$ cat src/rtl/fir_interp_tx.sv
// 4x interpolating polyphase FIR for the TX chain: one serial MAC walks an
// 8-tap branch per output phase, giving 4 outputs per accepted input sample.
module fir_interp_tx #(
  parameter int DW  = 12,
  parameter int L   = 4,
  parameter int TPP = 8,
  parameter int CW  = 8
) (
  input  logic                 CLK,
  input  logic                 RSTn,
  input  logic signed [DW-1:0] in_data,
  input  logic                 in_valid,
  output logic                 in_ready,
  output logic signed [DW-1:0] out_data,
  output logic                 out_valid,
  input  logic                 out_ready
);

  localparam int AW = DW + CW + 3;
  localparam int PW = L*TPP;
  localparam int NT = L * TPP;
  localparam int JW = $clog2(TPP);
  localparam int LW = $clog2(L);
  localparam int SH = 8;
  localparam logic [JW-1:0] J_LAST = JW'(TPP - 1);
  localparam logic [LW-1:0] P_LAST = LW'(L - 1);
  localparam logic signed [AW-1:0] RND = AW'(1) <<< (SH - 1);

  // Branch p holds h[p], h[p+4], ... ; each branch sums to 256.
  localparam logic signed [CW-1:0] H [NT] = '{
    8'sd3,  8'sd5,  8'sd7,  8'sd9,  8'sd11, 8'sd15, 8'sd19, 8'sd23,
    8'sd29, 8'sd35, 8'sd41, 8'sd47, 8'sd55, 8'sd63, 8'sd71, 8'sd79,
    8'sd79, 8'sd71, 8'sd63, 8'sd55, 8'sd47, 8'sd41, 8'sd35, 8'sd29,
    8'sd23, 8'sd19, 8'sd15, 8'sd11, 8'sd9,  8'sd7,  8'sd5,  8'sd3
  };

  typedef enum logic [1:0] {ACCEPT, MAC, OUT} state_t;

  state_t                   state, state_nxt;
  logic signed [DW-1:0]     x [TPP];
  logic signed [AW-1:0]     acc;
  logic [LW-1:0]            p;
  logic [JW-1:0]            j;
  logic [$clog2(NT)-1:0]    tap_idx;
  logic signed [DW+CW-1:0]  x_ext, h_ext, prod;
  logic signed [AW-1:0]     acc_sum, acc_shr;
  logic                     in_hs;

  assign in_hs     = in_valid & in_ready;
  assign out_valid = (state == OUT);

  // Coefficient index p + L*j; L and TPP are powers of two.
  assign tap_idx = {j, p};
  assign x_ext   = (DW+CW)'(x[j]);
  assign h_ext   = (DW+CW)'(H[tap_idx]);
  assign prod    = x_ext * h_ext;
  assign acc_sum = acc + AW'(prod);
  assign acc_shr = (acc_sum + RND) >>> SH;

  always_ff @(posedge CLK or negedge RSTn) begin
    if (!RSTn) state <= ACCEPT;
    else       state <= state_nxt;
  end

  always_comb begin
    // NOTE: default first so every path assigns state_nxt and no latch is inferred.
    state_nxt = state;
    case (state)
      ACCEPT: if (in_hs)        state_nxt = MAC;
      MAC:    if (j == J_LAST)  state_nxt = OUT;
      OUT:    if (out_ready)    state_nxt = (p == P_LAST) ? ACCEPT : MAC;
      default:                  state_nxt = ACCEPT;
    endcase
  end

  // NOTE: the delay line is reset like any register so a reset mid-stream
  // restarts from silence rather than replaying stale history.
  always_ff @(posedge CLK or negedge RSTn) begin
    if (!RSTn) begin
      for (int k = 0; k < TPP; k++) x[k] <= '0;
      acc      <= '0;
      p        <= '0;
      j        <= '0;
      out_data <= '0;
      in_ready <= 1'b0;
    end else begin
      // Registered so in_ready stays low while RSTn is asserted.
      in_ready <= (state_nxt == ACCEPT);
      case (state)
        ACCEPT: begin
          if (in_hs) begin
            x[0] <= in_data;
            for (int k = 1; k < TPP; k++) x[k] <= x[k-1];
            p   <= '0;
            j   <= '0;
            acc <= '0;
          end
        end
        MAC: begin
          acc <= acc_sum;
          j   <= j + JW'(1);
          if (j == J_LAST) out_data <= acc_shr[DW-1:0];
        end
        OUT: begin
          if (out_ready && (p != P_LAST)) begin
            p   <= p + LW'(1);
            j   <= '0;
            acc <= '0;
          end
        end
        default: ;
      endcase
    end
  end

endmodule

$ cat config.mk
export PLATFORM = sky130hd
export DESIGN_NAME = fir_interp_tx
export DESIGN_NICKNAME = d
export VERILOG_FILES = /design/src/rtl/fir_interp_tx.sv
export SDC_FILE = /design/constraint.sdc
export NUM_CORES = 1
export LEC_CHECK = 0
export CELL_PAD_IN_SITES_DETAIL_PLACEMENT = 0
export CELL_PAD_IN_SITES_GLOBAL_PLACEMENT = 1
export CORE_AREA = 5 5 176 178
export CTS_BUF_LIST = sky130_fd_sc_hd__clkbuf_4 sky130_fd_sc_hd__clkbuf_8
export DETAILED_ROUTE_END_ITERATION = 8
export DIE_AREA = 0 0 181 183
export GPL_ROUTABILITY_DRIVEN = 0
export PLACE_DENSITY_LB_ADDON = 0.1
export SLEW_MARGIN = 10
export SYNTH_ARGS = -nofsm -noshare
export SYNTH_HDL_FRONTEND = slang
export SYNTH_SLANG_ARGS = --single-unit
$ cat constraint.sdc
create_clock -name CLK -period 10.3 [get_ports CLK]
set_clock_uncertainty 0.1 [all_clocks]
set_input_delay 1.03 -clock CLK [delete_from_list [all_inputs] [get_ports CLK]]
set_output_delay 1.03 -clock CLK [all_outputs]
set_load 0.005 [all_outputs]
* After elaboration in Yosys (flattened, before gate mapping)
Memories as Yosys holds them, arrays and structs flattened.
Cells that the tools add are included.
** Word-level totals
- Memories kept :: 1
- Word-level logic and storage cells :: 60
- ROM bits :: 256
- Bits of input ports :: 16
- Register bits after elaboration :: 139
** Cells by class
- Equal/unequal tests :: 7
- Add/sub/neg operators :: 4
- Order comparisons :: 2
- Multipliers :: 1
- Bitwise gates (word level) :: 3
- Muxes and demuxes :: 19
- Reductions and logical operators :: 9
** Memory list
- (no name shown) :: words 32, width 8, read ports 1, clocked after Yosys merged registers in 0, wr ports 0, RTL line 55 : assign h_ext = (DW+CW)'(H[tap_idx]);
** Operators with widths (number)
- 23-bit one-hot mux with 3 select lines :: 1
- 23-bit two-way mux :: 2
- 12-bit binary-select mux with 3-bit select :: 1
- 12-bit two-way mux :: 2
- 23-bit by 20-bit adder with 23-bit output :: 1
- 20-bit by 9-bit adder with 20-bit output, second input constant :: 1
- 12-bit by 8-bit multiplier with 20-bit output :: 1
- 8-bit two-way mux :: 2
- 2-bit two-way mux :: 5
- 3-bit one-hot mux with 3 select lines :: 1
- 6-bit >= comparator, second input constant :: 1
- 3-bit two-way mux :: 2
- 5-bit inverter with 6-bit output :: 1
- 2-bit one-hot mux with 3 select lines :: 1
- 3-bit AND reduction :: 2
- 2-bit == test, second input constant :: 2
- 4-bit >= comparator, second input constant :: 1
- 2-bit logical NOT :: 2
- 2-bit != test, second input constant :: 2
- 3-bit inverter with 4-bit output :: 1
- 2-bit one-hot mux with 2 select lines :: 1
- 2-bit AND reduction :: 2
- 3-bit by 1-bit adder with 3-bit output, second input constant :: 1
- 3-bit == test, second input constant :: 1
- other kinds (8) :: 8

* Logic depth before layout (Yosys ltp)
- Word-level depth :: 7
- Gate-level depth with buffers :: 27
- Gate-level depth less buffers :: 25

* Worst setup path after synthesis
No wires, ideal clock.
- Path type :: flip-flop to flip-flop
- Start point :: reg j[0]
- End point :: reg out_data[11]
- Path slack :: 3410 ps
- Arrival time :: 6708 ps
- Cell stages (with the launch flop) :: 25
- Setup time :: 82 ps
- Data required time :: 10118 ps
- Clock period less this slack :: 6890 ps
- Buffers on the path :: 3
- Path through :: dfrtp_1 > buf_2 > buf_1 > mux4_2 > mux2i_1 > inv_1 > nand2_1 > fa_1 > fa_1 > inv_1 > fa_1 > inv_1 > fa_1 > inv_1 > ha_1 > buf_2 > and3_1 > a221oi_1 > xnor2_1 > ha_1 > o2111ai_4 > nor4_4 > nand4_1 > or4_1 > a31oi_1
** On the way
- Cells in the longest elaborated chain, start to end :: 7
- Elaborated cells between the ends (all ways) :: 13
- Those cells by class :: add/sub: 2; mul: 1; eq/ne: 1; mux: 5; bitwise: 2; reduce/logical: 1; memory: 1
** Ends and longest elaborated chain
- start, declared :: RTL line 43 : logic [JW-1:0] j;
- start signal, assigned :: RTL line 101 : j <= j + JW'(1);
- 5-bit inverter with 6-bit output (implied by the code) or 3-bit inverter with 4-bit output (tied branches) :: RTL line 55, 54
- memory 32 x 8 bit or 12-bit binary-select mux with 3-bit select (tied branches)
- 8-bit two-way mux (implied by the code) or 12-bit two-way mux (tied branches) (2 in series) :: RTL line 55, 54
- 12-bit by 8-bit multiplier with 20-bit output :: RTL line 56 : assign prod = x_ext * h_ext;
- 23-bit by 20-bit adder with 23-bit output :: RTL line 57 : assign acc_sum = acc + AW'(prod);
- 20-bit by 9-bit adder with 20-bit output :: RTL line 58 : assign acc_shr = (acc_sum + RND) >>> SH;
- end signal, assigned :: RTL line 102 : if (j == J_LAST) out_data <= acc_shr[DW-1:0];
- end, declared :: RTL line 14 : output logic signed [DW-1:0] out_data,
Several ways; a longest one is shown, not always the timed one. The select of a mux whose other input is x is not followed.
A chain may end at the register's enable or synchronous reset.

* Final worst setup path
- Start point :: reg j[1]
- End point :: reg out_data[11]
Same word-level chain as after synthesis.

==> flow_metrics.py <==
metrics = {
    "cts": {
        "clock_sinks": 136,
        "cts_root_buffer": "clkbuf_8",
        "hold_buffers": 0,
        "cts_buffers": 17,
        "cts-resized-gates": 0,
        "cts_buffer_depth": 2,
        "htree_levels": 4,
        "clk_latency_ps": 460,
        "cts_setup_buffers": 0,
        "path_clk_slew_ps": 100,
        "cts_tree": "built",
    },
    "sta": {
        "setup-tns-final_ps": 0,
        "setup_violations": 0,
        "fin_crit_sh_pct": 72.08,
        "tightestPinTransition_ps": 1041,
        "hold_viol_final": 0,
        "final_max_slew_viol_count": 0,
        "maxClockFrequency_mhz": 134.7,
        "slew_headroom_pct": 30.61,
        "rsz0062_at_grt": "no",
        "period_needed_ps": 7424,
    },
    "floorplanning": {
        "initial_core_util_pct": 34.53,
        "die_x_um": 181,
        "io_pins": 30,
        "rows": 63,
        "dieArea_mm2": 0.03312,
        "core-area_mm2": 0.02924,
        "dieHeight_um": 183,
    },
    "worst_hold_path": {
        "timing.hold.worst.start": "out_data[6]",
        "whs_path_depth": 2,
        "hold_end": "out_data[6]",
        "hp-class": "reg2reg",
    },
    "yosys": {
        "synth_area_per_cell_um2": 10.82,
        "ys_ff_latch": 136,
        "synth_area_mm2": 0.01010,
        "ys_seq_area_share_pct": 33.71,
        "async_flop_share_pct": 100.0,
        "synthCells": 933,
        "synth_nets": 1087,
        "synth_edf_count": 0,
        "ys.flop_type": "dfrtp_1",
        "ys_types": 58,
        "yosysWarnings": 0,
    },
    "finish": {
        "area_growth_syn_to_layout_pct": 11.34,
        "nFillCells": 2899,
        "n_antenna_cell": 0,
        "nNetsFinal": 1109,
        "final_common_cell": "inv_1",
        "drive_gt1_share_pct": 18.18,
        "multi_input_area_mm2": 0.005933,
        "regArea_mm2": 0.003405,
        "instances_no_fill": 1358,
        "layout_common_cells": "166 x inv_1, 135 x dfrtp_1, 98 x mux2_2",
        "fin_util_pct": 38.44,
    },
    "critical_path": {
        "path_class": "reg2reg",
        "required_ps": 10580,
        "endpoint_kind": "register",
        "crit_arrival_ps": 7710,
        "cp_cell_sequence": "buf_4 -> mux4_2 -> mux2i_1 -> inv_1 -> nand2_1 -> fa_1 -> fa_1 -> inv_1 -> fa_1 -> inv_1 -> fa_1 -> inv_1 -> ha_1 -> and3_1 -> a221oi_1 -> xnor2_1 -> ha_1 -> o2111ai_4 -> nor4_4 -> nand4_1 -> or4_1 -> a31oi_1",
        "start_kind": "register",
        "reg2reg_depth": 22,
        "rr_startpoint": "j[1]",
        "rrSetupSlack_ps": 2880,
        "crit_slowest_cell": "dfrtp_1",
        "cp_top_family": "adder cells",
        "cp.buffers_inverters": 5,
        "crit_path_max_fanout": 20,
        "cpPeakStageDelay_ps": 810,
        "path_depth": 22,
        "regToRegEndpoint": "out_data[11]",
    },
    "global_routing": {
        "antenna_found_initial": 0,
        "grt_max_degree": 92,
        "grt_pass1_vias": 6997,
        "overflow": 0,
        "grt_pass1_wl_mm": 38.60,
        "track_usage_pct": 14.46,
    },
    "drt": {
        "routed_via_density": 4.781,
        "drtIter0Drc": 347,
        "wl_per_cell_um": 16.70,
        "wl_mm": 22.67,
        "ant_nets": 0,
        "drt_pass1_iterations": 5,
        "drc": 0,
        "vias": 6493,
    },
    "placement": {
        "io_buffers": 29,
        "dpl.hpwl_mm": 16.16,
        "dp_cells": 1326,
    },
    "job": {
        "maxCapViolations": 0,
    },
    "run_status": {
        "run_status": "finished, final reports clean",
    },
}
==> cells in the mapped netlist, types with 13 or more instances <==
| cell type | n | area (um2) |
|---|---|---|
| a21oi_1 | 16 | 80.08 |
| a22o_1 | 16 | 140.1 |
| clkbuf_1 | 26 | 97.59 |
| dfrtp_1 | 136 | 3403 |
| fa_1 | 79 | 1582 |
| ha_1 | 59 | 738.2 |
| inv_1 | 166 | 623.1 |
| mux2_2 | 98 | 1104 |
| mux4_2 | 25 | 563.0 |
| nand2_1 | 84 | 315.3 |
| nand2b_1 | 13 | 81.33 |
| nor2_1 | 63 | 236.5 |
| o21ai_0 | 25 | 125.1 |
| xnor2_1 | 14 | 122.6 |
==> cell families after synthesis <==
| logic type | Yosys count | synth area share [%] |
|---|---|---|
| compound gates | 105 | 7.534 |
| xor+xnor | 26 | 2.255 |
| buf+inv | 201 | 7.584 |
| fa+ha+maj | 138 | 22.97 |
| simple gates | 198 | 8.724 |
| mux | 129 | 17.22 |
| flops | 136 | 33.71 |
==> layout make-up <==
cell class	instances	share of cell area (%)
clock buffers	17	2.081
flip-flops and latches	136	30.28
well taps	390	4.341
inverters	166	5.543
clock inverters	15	1.781
multi-input cells	596	52.78
repair buffers	38	3.194
==> layer usage <==
layer  vias up  part of all wire (%)  wire, um  GRT usage [%]
li1       3125                     -         -              -
met1      3278                    49     11220          20.33
met2        71                    47     10700          23.76
met3        19                   1.8       401          1.884
met4         0                   1.5       348          4.023
met5         -                     0         0              0
==> per-stage QoR <==
step	hold WS [ps]	instance area (um2)	setup slack, ps
2_1_floorplan	349.8	10100	3410
3_3_place_gp	361.2	10810	2975
4_1_cts	394.4	11240	2818
5_1_grt	412.4	11240	2377
3_5_place_dp	369.4	10810	2842
6_report	385.3	11240	2876
==> registers in the layout, summed over array words and instances, names as in the netlist <==
name      cells
in_ready      1
j             3
x            96
acc          20
p             2
state         2
out_data     12
==> worst register-to-register path, stage by stage (launching register included) <==
cell and delay [ps]:
dfrtp_1 810, buf_4 440, mux4_2 360, mux2i_1 540, inv_1 140, nand2_1 130, fa_1 430, fa_1 490
inv_1 60, fa_1 520, inv_1 50, fa_1 530, inv_1 40, ha_1 400, and3_1 200, a221oi_1 310
xnor2_1 250, ha_1 300, o2111ai_4 150, nor4_4 260, nand4_1 240, or4_1 470, a31oi_1 170
==> how the worst max path moves through the flow <==
stage                     startpoint           end  slack, ps
after floorplan                 j[0]  out_data[11]       3410
after detailed placement        j[1]  out_data[11]       2840
after global placement          j[1]  out_data[11]       2970
after global routing            j[1]  out_data[11]       2380
after CTS                       j[1]  out_data[11]       2820
final                           j[1]  out_data[11]       2880
Power is not shown: default switching activity piles up to over one toggle a cycle in this logic, so the estimate is an artifact.
